==> config.mk <==
export PLATFORM = sky130hd
export DESIGN_NAME = attribute_reconstructor
export DESIGN_NICKNAME = d
export VERILOG_FILES = /design/src/rtl/attribute_reconstructor.sv
export SDC_FILE = /design/constraint.sdc
export NUM_CORES = 1
export LEC_CHECK = 0
export CAP_MARGIN = 10
export CORE_UTILIZATION = 35
export CTS_BUF_LIST = sky130_fd_sc_hd__clkbuf_8
export CTS_CLUSTER_SIZE = 40
export DETAILED_ROUTE_END_ITERATION = 10
export HOLD_SLACK_MARGIN = 0.03
export SLEW_MARGIN = 20
export SYNTH_ARGS = -nofsm -noshare
export SYNTH_HDL_FRONTEND = slang
export SYNTH_SLANG_ARGS = --single-unit
export TNS_END_PERCENT = 5
==> constraint.sdc <==
create_clock -name clk -period 2.6 [get_ports clk]
set_input_delay 0.52 -clock clk [delete_from_list [all_inputs] [get_ports clk]]
set_output_delay 0.52 -clock clk [all_outputs]
set_load 0.1 [all_outputs]
==> src/rtl/attribute_reconstructor.sv <==
// Attribute reconstructor: adds a signed residual to an external prediction,
// saturates to the attribute range, streams the result out with a one-beat
// output register and keeps a K-deep history of reconstructed values for the
// predictor.
module attribute_reconstructor #(
  parameter int unsigned ATTR_WIDTH = 8,
  parameter int unsigned K          = 4,
  parameter int unsigned MODE_WIDTH = 3,
  parameter int unsigned RES_WIDTH  = 9,
  parameter int unsigned CNT_WIDTH  = 16
) (
  input  logic                    clk,
  input  logic                    rst_n,
  input  logic                    start_frame,
  input  logic [CNT_WIDTH-1:0]    frame_len,
  input  logic                    in_valid,
  output logic                    in_ready,
  input  logic [MODE_WIDTH-1:0]   in_mode,
  input  logic [RES_WIDTH-1:0]    in_residual,
  output logic [K*ATTR_WIDTH-1:0] pred_neighbors,
  output logic [MODE_WIDTH-1:0]   pred_mode,
  input  logic [ATTR_WIDTH-1:0]   pred_attr,
  output logic                    out_valid,
  input  logic                    out_ready,
  output logic [ATTR_WIDTH-1:0]   out_attr,
  output logic [CNT_WIDTH-1:0]    out_index,
  output logic                    frame_done
);

  // Two extra bits: one for the sign, one so the sum of the two operands never overflows.
  localparam int unsigned MaxW  = (ATTR_WIDTH > RES_WIDTH) ? ATTR_WIDTH : RES_WIDTH;
  localparam int unsigned CalcW = MaxW + 2;

  localparam logic StIdle   = 1'b0;
  localparam logic StActive = 1'b1;

  localparam logic signed [CalcW-1:0] AttrMax =
    {{(CalcW - ATTR_WIDTH){1'b0}}, {ATTR_WIDTH{1'b1}}};

  logic                    state_q, state_d;
  logic [CNT_WIDTH-1:0]    remaining_q, remaining_d;
  logic [CNT_WIDTH-1:0]    cnt_q, cnt_d;
  logic [K*ATTR_WIDTH-1:0] hist_q, hist_d;
  logic                    out_valid_q, out_valid_d;
  logic [ATTR_WIDTH-1:0]   out_attr_q, out_attr_d;
  logic [CNT_WIDTH-1:0]    out_index_q, out_index_d;
  // Marks that the registered output is the last point of its frame.
  logic                    out_last_q, out_last_d;
  // Completion pulse for a zero-length frame, which never produces an output.
  logic                    zero_done_q, zero_done_d;

  logic                    accept;
  logic                    out_hs;
  logic                    start_ok;
  logic signed [CalcW-1:0] pred_ext;
  logic signed [CalcW-1:0] res_ext;
  logic signed [CalcW-1:0] sum;
  logic [ATTR_WIDTH-1:0]   recon;

  assign in_ready = (state_q == StActive) & (~out_valid_q | out_ready);
  assign accept   = in_valid & in_ready;
  assign out_hs   = out_valid_q & out_ready;
  // A new frame waits until the previous frame's last output has left.
  assign start_ok = start_frame & (state_q == StIdle) & ~out_valid_q;

  assign pred_mode      = in_mode;
  assign pred_neighbors = hist_q;

  assign out_valid  = out_valid_q;
  assign out_attr   = out_attr_q;
  assign out_index  = out_index_q;
  assign frame_done = zero_done_q | (out_hs & out_last_q);

  // Prediction is unsigned (zero-extended), residual is two's complement (sign-extended).
  assign pred_ext = $signed({{(CalcW - ATTR_WIDTH){1'b0}}, pred_attr});
  assign res_ext  = $signed({{(CalcW - RES_WIDTH){in_residual[RES_WIDTH-1]}}, in_residual});
  assign sum      = pred_ext + res_ext;

  // Saturate the reconstructed value into [0, 2^ATTR_WIDTH - 1].
  always_comb begin
    if (sum[CalcW-1]) begin
      recon = '0;
    end else if (sum > AttrMax) begin
      recon = '1;
    end else begin
      recon = sum[ATTR_WIDTH-1:0];
    end
  end

  // Next-state: frame control, accept path, history shift and output handshake.
  always_comb begin
    state_d     = state_q;
    remaining_d = remaining_q;
    cnt_d       = cnt_q;
    hist_d      = hist_q;
    out_valid_d = out_valid_q;
    out_attr_d  = out_attr_q;
    out_index_d = out_index_q;
    out_last_d  = out_last_q;
    zero_done_d = 1'b0;

    // Handshake drains the output register; a same-cycle accept refills it below.
    if (out_hs) begin
      out_valid_d = 1'b0;
      out_last_d  = 1'b0;
    end

    if (state_q == StIdle) begin
      if (start_ok) begin
        if (frame_len != '0) begin
          state_d     = StActive;
          remaining_d = frame_len;
          cnt_d       = '0;
          hist_d      = '0;
        end else begin
          zero_done_d = 1'b1;
        end
      end
    end else if (accept) begin
      for (int i = K - 1; i > 0; i--) begin
        hist_d[i*ATTR_WIDTH +: ATTR_WIDTH] = hist_q[(i-1)*ATTR_WIDTH +: ATTR_WIDTH];
      end
      hist_d[0 +: ATTR_WIDTH] = recon;
      out_valid_d = 1'b1;
      out_attr_d  = recon;
      out_index_d = cnt_q;
      cnt_d       = cnt_q + 1'b1;
      remaining_d = remaining_q - 1'b1;
      out_last_d  = (remaining_q == CNT_WIDTH'(1));
      if (remaining_q == CNT_WIDTH'(1)) begin
        state_d = StIdle;
      end
    end
  end

  // State registers with synchronous active-low reset.
  always_ff @(posedge clk) begin
    if (!rst_n) begin
      state_q     <= StIdle;
      remaining_q <= '0;
      cnt_q       <= '0;
      hist_q      <= '0;
      out_valid_q <= 1'b0;
      out_attr_q  <= '0;
      out_index_q <= '0;
      out_last_q  <= 1'b0;
      zero_done_q <= 1'b0;
    end else begin
      state_q     <= state_d;
      remaining_q <= remaining_d;
      cnt_q       <= cnt_d;
      hist_q      <= hist_d;
      out_valid_q <= out_valid_d;
      out_attr_q  <= out_attr_d;
      out_index_q <= out_index_d;
      out_last_q  <= out_last_d;
      zero_done_q <= zero_done_d;
    end
  end

endmodule
Word-level counts from Yosys, hierarchy flattened. Index checks and enable logic that the tools add are counted.

Shift-type cells: 0. Bitwise gates (word level): 12. Mux-type cells: 26. Add/subtract/negate cells: 3. Multipliers: 0. Equal/unequal tests: 2. Divide/modulo/power cells: 0. Reduce and logical (&&, ||, !) cells: 6. Magnitude comparators: 1.

Operators by type and width (number): $mux W16 (8); $mux W32 (4); $add A16 B1 Y16 const B (1); $eq A16 B1 Y1 const B (1); $mux W8 (2); $reduce_bool A16 Y1 (1); $sub A16 B1 Y16 const B (1); $mux W1 (12); $add A9 B9 Y10 (1); $gt A10 B9 Y1 const B (1); $and A1 B1 Y1 (6); $not A1 Y1 (4); $reduce_bool A2 Y1 (2); $reduce_and A3 Y1 (1); $reduce_or A3 Y1 (1); $ne A2 B1 Y1 const B (1); $or A1 B1 Y1 (2); $reduce_and A2 Y1 (1).

Input port bits: 41. Memory bits (read-only): 0. Memory bits (writable): 0. Flip-flop bits (word level): 92. Output and inout port bits: 62. Memories kept: 0. Latch bits: 0. Logic and storage cells: 59.

Depth between registers and ports, before layout. Gate-level depths: netlist of the first run.

Word-level depth: 6. Depth in mapped cells: 9. Depth with buffers taken out: 9.

Worst setup path before layout of the first run. OpenSTA, ideal clock, no wires.

Path kind: register -> register. Start: register out_valid_q, in the netlist out_valid. End: register hist_q[6], in the netlist pred_neighbors[6]. Stages on the path, launching flop included: 9. Required time: 2.525 ns. Data arrival time: 2.516 ns. Clock period less this slack: 2.591 ns. Setup slack: 0.009 ns. Setup time: 0.075 ns. Buffers on the path: 3. Cells stage by stage: dfxtp_1 nand2b_1 nor2b_1 clkbuf_1 a21oi_1 clkbuf_1 clkbuf_1 nand2_1 a31oi_1.

Word-level cells in the longest chain between the ends: 6. Elaborated cells on any way between the ends: 8. Those cells by class: 1 x eq/ne; 5 x bitwise; 2 x reduce/logical.

RTL lines: from (decl) (line 44) `logic out_valid_q, out_valid_d;`; from (signal assigned) (line 153) `out_valid_q <= out_valid_d;`; $not A1 Y1 * (line 60, 64); $or A1 B1 Y1 (line 60) `assign in_ready = (state_q == StActive) & (~out_valid_q | out_ready);`; $and A1 B1 Y1 (line 60); $and A1 B1 Y1 (line 61) `assign accept = in_valid & in_ready;`; $ne A2 B1 Y1 (no line); $reduce_and A3 Y1 (no line) *; to (signal assigned) (line 152) `hist_q <= hist_d;`; to (decl) (line 43) `logic [K*ATTR_WIDTH-1:0] hist_q, hist_d;`.

Every way passes the cells marked *; elsewhere a longest branch is shown, timed or not. A chain may end at the register's enable or synchronous reset.

Worst setup path after layout of the first run.
Start: input in_residual[0]. End: register hist_q[6], in the netlist pred_neighbors[6].

Word-level cells in the longest chain between the ends: 6.

RTL lines: from (decl) (line 19) `input logic [RES_WIDTH-1:0] in_residual,`; $add A9 B9 Y10 * (line 77) `assign sum = pred_ext + res_ext;`; $gt A10 B9 Y1 (line 83) `end else if (sum > AttrMax) begin`; $mux W8 (line 83); $mux W8 * (line 81) `if (sum[CalcW-1]) begin`; $mux W32 * (line 119) `end else if (accept) begin`; $mux W32 * (line 108) `if (state_q == StIdle) begin`.

Every way passes the cells marked *; elsewhere a longest branch is shown, timed or not. The select of a mux whose other input is x is not followed.

==> results of run 1 <==
[power by group through the flow]
stage	clock network, uW	logic, uW	registers (uW)
after CTS	1100	724	1500
final	1070	721	1500
after global placement	0	713	1530
after detailed placement	0	722	1530
after floorplan	0	360	1640
after global routing	1150	783	1510
[per-stage QoR]
stage | total power [uW] | util, % | area [um^2] | instances
floorplan | 2000 | - | 4220 | 514
finish | 3290 | 49.6 | 5730 | 784
detailed placement | 2250 | 47.6 | 5510 | 768
global placement | 2240 | 47.6 | 5510 | 768
CTS | 3320 | 49.6 | 5730 | 784
global route | 3440 | 49.6 | 5730 | 784
[Yosys cell counts, drive strengths merged, types with 4 or more instances]
cell / number
nor2b: 4
nand2: 79
nor3: 16
nand4: 4
and2: 4
a21oi: 72
ha: 11
xnor2: 15
or3: 4
nor2: 34
or4: 7
inv: 9
a31o: 5
a211oi: 8
nand3: 36
xor2: 5
nor4: 12
buf: 9
clkbuf: 25
dfxtp: 92
o21ai: 15
[cell type report]
cell class                      count  area (um^2)  share of cell area [%]
Inverter                            9         33.8                   0.589
Timing Repair Buffer              145         1230                    21.5
Multi-Input combinational cell    379         2220                    38.8
Clock inverter                      6         87.6                    1.53
Tap cell                          143          179                    3.12
Sequential cell                    92         1840                    32.1
Clock buffer                       10          138                    2.40
[cell usage in the layout, fill, tap and decap left out, drive strengths merged, types with 4 or more instances in the layout]
master and count:
a21oi 72, xnor2 15, a211oi 8, nor2 34, or4 7, o21ai 15
nand2 79, nor2b 4, nand4 4, xor2 5, ha 11, nand3 36
and2 4, inv 9, buf 108, a31o 5, dfxtp 92, or3 4
clkbuf 10, clkdlybuf4s50 37, nor3 16, nor4 12
[worst max path at each step]
stage,to,slack (ns),cells past startpoint
final,pred_neighbors[6],0.13,11
after detailed placement,out_attr[4],-0.25,8
after CTS,out_attr[4],0.14,8
after global placement,pred_neighbors[0],-0.19,11
after global routing,out_attr[6],-0.03,11
after floorplan,pred_neighbors[6],0.009,8
[layer usage]
layer  GRT usage (%)  wire, um  vias up
li1                -         -     2080
met1            24.3      5200     1898
met2            30.4      5420       77
met3            4.95       627       11
met4            6.13       137        0
met5               0         0        -
[registers in the layout (all words and copies together) (netlist names)]
register        flops
pred_neighbors     32
cnt_q              16
out_index          16
remaining_q        16
out_attr            8
out_last_q          1
out_valid           1
state_q             1
zero_done_q         1
[worst max-delay path, cell delays in order]
cell             delay, ns
clkdlybuf4s50_1       0.41
ha_1                  0.21
inv_1                 0.07
fa_1                  0.18
nor2b_1               0.06
o31a_1                0.28
buf_4                 0.16
o31a_1                0.23
nor3_1                0.26
o2111ai_1             0.17
a31oi_1               0.19
[cell families (layout without fill, tap and decap cells)]
logic type | after synthesis | count (layout)
fa+ha+maj | 12 | 12
simple gates | 215 | 215
buf+inv | 43 | 170
compound gates | 132 | 132
flops | 92 | 92
xor+xnor | 20 | 20
==> results.md, run 1 <==
- Post-Synth Adder-Cell Area: 3.74%
- Final #Nets: 689
- Max FO, Critical Path: 3
- R2R Path End: state_q
- Clock share of power: 32.5%
- Failing checks: DRC
- Post-synth top area cell: dfxtp_1
- CTS Buf Count: 9
- Post-route DRC violation count: 3
- Worst hold path type: reg -> reg
- Fin crit period: 2.47 ns
- Internal power: 2310 uW
- Area fraction in compound gates after synthesis: 19.4%
- Critical path launch point type: input pin
- Worst setup slack after layout: 0.129 ns
- Register area share after synthesis: 43.6%
- First DRT Iteration DRCs: 232
- Diodes inserted: 0
- Post-synth EDFFs: 0
- Largest net degree at the start of global routing: 68
- # IOs: 103
- Remaining global-route overflow: 0
- Routed via count: 4066
- Hold Startpoint: out_index[5]
- PostCTS Resize Cnt: 0
- DRT Pass-1 Iters: 10
- Maxcap violations: 0
- Gate power share: 21.9%
- RSZ-0062 raised after global routing: yes
- Worst Max-Slew Pin Slew: 0.426 ns
- Setup tns final: 0 ns
- Vias per cell: 5.19
- Die height: 112 um
- Setup crit start: in_residual[0]
- Skew final: 0.0140 ns
- # port buffers: 96
- Cell Rows: 39
- R2R depth: 6
- Die Wd: 112 um
- Final ANT Viol Nets: 0
- Final period utilization: 95.0%
- Unique masters post-synth: 57
- Post-synthesis async set-or-reset flop share: 0%
- Flop2flop setup slack: 0.28 ns
- Post-Syn Nets: 567
- Synthesis warning total: 0
- Syn Inst Count: 514
- Largest cells by area after synthesis: dfxtp_1, a21oi_1, nand2_1, nand3_1, ha_1
- Combinational family with the most area after synthesis: simple AND/OR/NAND/NOR gates
- Fin. Hold Viols: 0
- Critical path class: in -> reg
- Net Sw Frac: 29.9%
- Reg clk slew, reported paths: 0.08 ns
- First-pass GRT wire length: 19100 um
- # Post-CTS Setup Buffers: 0
- Number of synthesized register bits: 92
- Pwr/cell area: 574 mW/mm^2
- H-Tree Depth: 3
- Yosys top cell area share: 43.6%
- Drt wl/cell: 14.5 um
- Leak: 0.00217 uW
- DP HPWL: 8480 um
- Slew Viols, Final: 0
- Worst Hold Path EP: out_index[5]
- Initial core utilization: 36.5%
- CTS tree: built
- Core area: 0.0116 mm^2
- Final setup viols: 0
- Vias in the first global route: 3967
- Clk_lat worst skew: 0.36 ns
- Total wire length: 11400 um
- Area Growth Syn to Fin: 35.8%
- Worst hold margin: 0.457 ns
- Syn avg cell area: 8.21 um^2
- # fillers: 1119
- Root Driver: clkbuf_8
- Worst hold path depth: 2
- NetSw: 982 uW
- Arr. time, crit path: 2.75 ns
- Pre-CTS setup slack: -0.246 ns
- Post-synthesis xor/xnor area fraction: 4.15%
- GRT Util Overall: 18.8%
- Post-synthesis mux area share: 0%
- Initial antenna violation count: 0
- Max Buffers Root-to-Sink: 2
- Hold_buf cts: 0
- Crit end category: register
- Ys flop type: dfxtp_1
- FF-to-FF Start: remaining_q[5]
- Status: finished, violations left
- Clock sinks: 92
- Critical Path RT: 2.88 ns
- Rel. slew slack: 71.4%
- Simple-Gate Fraction of Synth Area: 25.0%
- Peak VDD IR: 237 uV
- Flop pwr share: 45.6%
- Fmax: 405 MHz
- GPL Wtd Cong: 0.895
- Share of cells above drive strength 1: 22.6%
- Mapped cell area: 0.00422 mm^2
- Die area: 0.0125 mm^2
Power figures use the tool's default switching activity.
==> run 2, diff against run 1 <==
--- a/config.mk
+++ b/config.mk
@@ -11,6 +11,7 @@
 export CTS_CLUSTER_SIZE = 40
 export DETAILED_ROUTE_END_ITERATION = 10
 export HOLD_SLACK_MARGIN = 0.03
+export SKIP_LAST_GASP = 1
 export SLEW_MARGIN = 20
 export SYNTH_ARGS = -nofsm -noshare
 export SYNTH_HDL_FRONTEND = slang
==> results.md, run 2 (same netlist as run 1, synthesis figures left out) <==
- DP HPWL: 8480 um (unchanged)
- FF-to-FF Start: remaining_q[5]
- R2R depth: 6 (unchanged)
- R2R Path End: state_q
- Most frequent cells in the layout: buf_4, dfxtp_1, nand2_1, a21oi_1, clkdlybuf4s50_1
- # Post-CTS Setup Buffers: 0 (unchanged)
- Clk_lat worst skew: 0.36 ns (about the same)
- Area Growth Syn to Fin: 35.8% (unchanged)
- Fmax: 395 MHz (-2.3%)
- Routed via count: 4075 (+0.22%)
- DRT Pass-1 Iters: 7 (-3)
- Total wire length: 11300 um (-0.36%)
- Largest net degree at the start of global routing: 68 (unchanged)
- Final instance area: 0.00573 mm^2 (unchanged)
- Final core utilization: 49.6% (unchanged)
- Initial antenna violation count: 0 (unchanged)
- Die area: 0.0125 mm^2 (unchanged)
- Share of cells above drive strength 1: 22.6% (unchanged)
- First DRT Iteration DRCs: 236 (+1.7%)
- Vias in the first global route: 3967 (unchanged)
- Pwr/cell area: 574 mW/mm^2 (about the same)
- Critical path class: in -> reg
- Max Buffers Root-to-Sink: 2 (unchanged)
- Fin crit period: 2.53 ns (+0.0592 ns)
- Final #Nets: 689 (unchanged)
- Core area: 0.0116 mm^2 (unchanged)
- Drt wl/cell: 14.5 um (-0.36%)
- Reg clk slew, reported paths: 0.08 ns (about the same)
- GRT Util Overall: 18.8% (unchanged)
- Critical path launch point type: input pin
- Cell Rows: 39 (unchanged)
- # IOs: 103 (unchanged)
- Slew Viols, Final: 0 (unchanged)
- CTS tree: built
- Peak VDD IR: 236 uV (-0.23%)
- Clock sinks: 92 (unchanged)
- Final ANT Viol Nets: 0 (unchanged)
- Diodes inserted: 0 (unchanged)
- Flop2flop setup slack: 0.28 ns (about the same)
- H-Tree Depth: 3 (unchanged)
- Initial core utilization: 36.5% (unchanged)
- Vias per cell: 5.20 (+0.22%)
- CTS Buf Count: 9 (unchanged)
- Leak: 0.00217 uW (about the same)
- Fin. Hold Viols: 0 (unchanged)
- Skew final: 0.0152 ns (+0.00120 ns)
- # port buffers: 96 (unchanged)
- Final setup viols: 0 (unchanged)
- Post-route DRC violation count: 3 (unchanged)
- Die height: 112 um (unchanged)
- First-pass GRT wire length: 19100 um (unchanged)
- Design Power: 3290 uW (about the same)
- RSZ-0062 raised after global routing: yes
- Worst hold path type: reg -> reg
- Most common cell after layout, fill and taps aside: buf_4
- Max reg flops: 32 (unchanged)
- GPL Wtd Cong: 0.895 (unchanged)
- # fillers: 1119 (unchanged)
- Crit end category: register
- Worst hold path depth: 2 (unchanged)
- Max FO, Critical Path: 6 (+3)
- Critical Path RT: 2.83 ns (-0.05 ns)
- Rel. slew slack: 71.4% (about the same)
- Final period utilization: 97.3% (+2.3 points)
- Arr. time, crit path: 2.76 ns (about the same)
- Root Driver: clkbuf_8
- Status: finished, violations left
- Maxcap violations: 0 (unchanged)
- Remaining global-route overflow: 0 (unchanged)
- Worst Max-Slew Pin Slew: 0.426 ns (+0.000435 ns)
- Setup crit start: in_residual[1]
- Failing checks: DRC
- Worst Hold Path EP: out_index[5]
- Die Wd: 112 um (unchanged)
- Placement Cell Area: 0.00551 mm^2 (unchanged)
- Hold Startpoint: out_index[5]
run 2: cell count changes in the layout (fill, tap and decap cells not counted):
| cell | previous run | this run |
|---|---|---|
| o21ai_0 | 13 | 14 |
| o21ai_1 | 2 | 1 |
run 2: critical path: stages:
cell and delay (ns):
clkdlybuf4s50_1 0.43, ha_1 0.32, a211oi_1 0.27, o21ai_0 0.17, a311o_1 0.41, or2_2 0.31, o21ai_0 0.24, nor3_1 0.10
run 2: cell type report:
type	count	area, um^2	area share (%)
inverter	9	33.8	0.589
clock buffer	10	138	2.40
clock inverter	6	87.6	1.53
sequential	92	1840	32.1
tap	143	179	3.12
timing repair buffer	145	1230	21.5
multi-input combinational	379	2220	38.8
run 2: how the worst max path moves through the flow:
stage	cells after the start	endpoint
after global routing	11	out_attr[6]
after floorplan	8	pred_neighbors[6]
final	8	out_attr[4]
after global placement	11	pred_neighbors[0]
after detailed placement	8	out_attr[4]
after CTS	8	out_attr[4]
run 2: metrics by stage:
step,hold WS [ns],setup WS [ns],setup TNS (ns),std cells
2_1_floorplan,0.444,0.00949,0,514
3_3_place_gp,0.446,-0.187,-2.60,768
3_5_place_dp,0.448,-0.246,-3.36,768
4_1_cts,0.461,0.137,0,784
5_1_grt,0.473,-0.0280,-0.0867,784
6_report,0.456,0.0700,0,784
run 2: repair_timing:
| item | 4_1_cts | 5_1_grt |
|---|---|---|
| setup endpoints to repair | 0 | 8 |
| gates resized for setup | 0 | 1 |
| hold buffers | 0 | 0 |
run 2: power by group:
part           total, uW  switching, uW  internal [uW]
Combinational        722            433            288
Sequential          1500           46.4           1450
Clock               1070            502            566
run 2: per-layer routing:
metal,track usage (%),vias to the layer above,routed length [um]
li1,-,2082,-
met1,24.3,1905,5230
met2,30.4,77,5360
met3,4.95,11,615
met4,6.13,0,139
met5,0,-,0
==> run 3, diff against run 2 <==
--- a/config.mk
+++ b/config.mk
@@ -6,6 +6,7 @@
 export NUM_CORES = 1
 export LEC_CHECK = 0
 export CAP_MARGIN = 10
+export CORE_ASPECT_RATIO = 1.1
 export CORE_UTILIZATION = 35
 export CTS_BUF_LIST = sky130_fd_sc_hd__clkbuf_8
 export CTS_CLUSTER_SIZE = 40
==> results.md, run 3 (same netlist as run 1, synthesis figures left out) <==
- Max reg flops: 32 (unchanged)
- Final #Nets: 684 (-0.73%)
- Fin. Hold Viols: 0 (unchanged)
- Hold_buf cts: 0 (unchanged)
- Total wire length: 11400 um (+0.44%)
- Most frequent cells in the layout: buf_4, dfxtp_1, nand2_1, a21oi_1, clkdlybuf4s50_1
- Final instance area: 0.00568 mm^2 (-0.89%)
- Drt wl/cell: 14.5 um (+0.19%)
- Net Sw Frac: 32.1% (+2.2 points)
- CTS tree: built
- Core area: 0.0116 mm^2 (+0.25%)
- First-pass GRT wire length: 18600 um (-2.6%)
- # IOs: 103 (unchanged)
- Leak: 0.00213 uW (-1.7%)
- Die height: 117 um (+4.8%)
- Gate power share: 22.2% (+0.3 points)
- Largest stage delay, worst path: 0.41 ns (-0.02 ns)
- Rel. slew slack: 72.2% (+0.81 points)
- NetSw: 1040 uW (+5.4%)
- Worst hold path type: reg -> reg
- Bufs and invs on worst path: 2 (+1)
- Critical path launch point type: input pin
- Routed via count: 4068 (-0.17%)
- Footprint of the multi-input gates: 0.00224 mm^2 (+0.96%)
- Crit end category: register
- Remaining global-route overflow: 0 (unchanged)
- Maxcap violations: 0 (unchanged)
- Skew final: 0.0122 ns (-0.00292 ns)
- Setup tns final: 0 ns (unchanged)
- Clk_lat worst skew: 0.38 ns (+0.02 ns)
- Critical Path RT: 2.91 ns (+0.08 ns)
- Pre-CTS setup slack: -0.288 ns (-0.0417 ns)
- Slew Viols, Final: 0 (unchanged)
- Critical path class: in -> reg
- Clock sinks: 92 (unchanged)
- Cell Rows: 41 (+5.1%)
- Worst setup slack after layout: 0.0902 ns (+0.0202 ns)
- Arr. time, crit path: 2.82 ns (+0.06 ns)
- Clock share of power: 31.3% (-1.2 points)
- Critical path's top delay family: compound AO/OA/AOI/OAI gates
- CTS Buf Count: 9 (unchanged)
- Internal power: 2190 uW (-5.0%)
- Fin crit period: 2.51 ns (-0.0202 ns)
- DP HPWL: 8310 um (-2.0%)
- GPL Wtd Cong: 0.875 (-2.2%)
- Largest net degree at the start of global routing: 40 (-41%)
- DRT Pass-1 Iters: 4 (-3)
- Vias per cell: 5.18 (-0.43%)
- Die area: 0.0125 mm^2 (about the same)
- RSZ-0062 raised after global routing: yes
- Area Growth Syn to Fin: 34.6%
- Final setup viols: 0 (unchanged)
- First DRT Iteration DRCs: 216 (-8.5%)
- Placement Cell Area: 0.00545 mm^2 (-1.1%)
- # port buffers: 96 (unchanged)
- Fmax: 398 MHz (+0.80%)
- CP Cell Sequence: clkdlybuf4s50_1 > ha_1 > inv_1 > fa_2 > nor2b_2 > o31a_1 > a221oi_4 > o21ai_0 > a211o_1 > a21oi_1
- Vias in the first global route: 3806 (-4.1%)
- Status: complete, no violations
- Diodes inserted: 0 (unchanged)
- Reg clk slew, reported paths: 0.09 ns (about the same)
- Pwr/cell area: 568 mW/mm^2 (-0.98%)
- Flop pwr share: 46.5% (+0.9 points)
- Root Driver: clkbuf_8
- Initial antenna violation count: 0 (unchanged)
- Crit-path slowest cell: clkdlybuf4s50_1
- H-Tree Depth: 3 (unchanged)
- Peak VDD IR: 301 uV (+28%)
- Final ANT Viol Nets: 0 (unchanged)
- Die Wd: 107 um (-4.6%)
- Max Buffers Root-to-Sink: 2 (unchanged)
- Share of cells above drive strength 1: 22.5% (-0.14 points)
- GRT Util Overall: 18.8% (+0.040 points)
- Initial core utilization: 36.4% (-0.091 points)
- Post-route DRC violation count: 0 (-3)
- Worst Max-Slew Pin Slew: 0.417 ns (-0.00895 ns)
- Max FO, Critical Path: 5 (-1)
- # fillers: 1155 (+3.2%)
- Register area: 0.00184 mm^2 (unchanged)
- Final period utilization: 96.5% (-0.78 points)
- Most common cell after layout, fill and taps aside: buf_4
run 3: metrics by stage:
stage	util, %	cells	hold WS [ns]	total power, uW
2_1_floorplan	-	514	0.444	2000
3_3_place_gp	47.0	769	0.447	2230
3_5_place_dp	47.0	769	0.449	2240
4_1_cts	48.8	785	0.462	3250
5_1_grt	49.0	786	0.476	3380
6_report	49.0	786	0.457	3230
run 3: worst min-delay path, stage by stage (launching register included):
cell	delay, ns
dfxtp_1	0.32
nand2_1	0.05
a21oi_1	0.05
run 3: timing repair:
item	CTS	global route
gates resized for setup	0	4
endpoints found under the setup margin	0	13
buffers inserted	0	1
run 3: per-layer routing:
metal	routed length [um]	track usage, %	vias to the layer above
met5	0	0	-
met4	236	8.40	0
met3	518	3.65	18
met2	5300	31.3	87
met1	5350	23.8	1894
li1	-	-	2069
run 3: layout make-up:
class / count / area share (%)
flip-flops and latches: 92 / 32.4
inverters: 9 / 0.595
well taps: 150 / 3.30
repair buffers: 140 / 20.6
clock inverters: 7 / 1.45
multi-input cells: 379 / 39.5
clock buffers: 9 / 2.18
run 3: worst paths after layout:
path / end / startpoint / cells past startpoint / slack [ns]
max: pred_neighbors[5] / in_residual[0] / 10 / 0.09
min: out_index[9] / out_index[9] / 2 / 0.46
max reg2reg: state_q / remaining_q[5] / 6 / 0.26
min reg2reg: out_index[9] / out_index[9] / 2 / 0.46
run 3: power by group through the flow:
stage	sequential, uW	combinational [uW]	clock, uW
after floorplan	1640	360	0
after global placement	1530	697	0
after detailed placement	1530	704	0
after CTS	1500	707	1040
after global routing	1510	775	1090
final	1500	717	1010
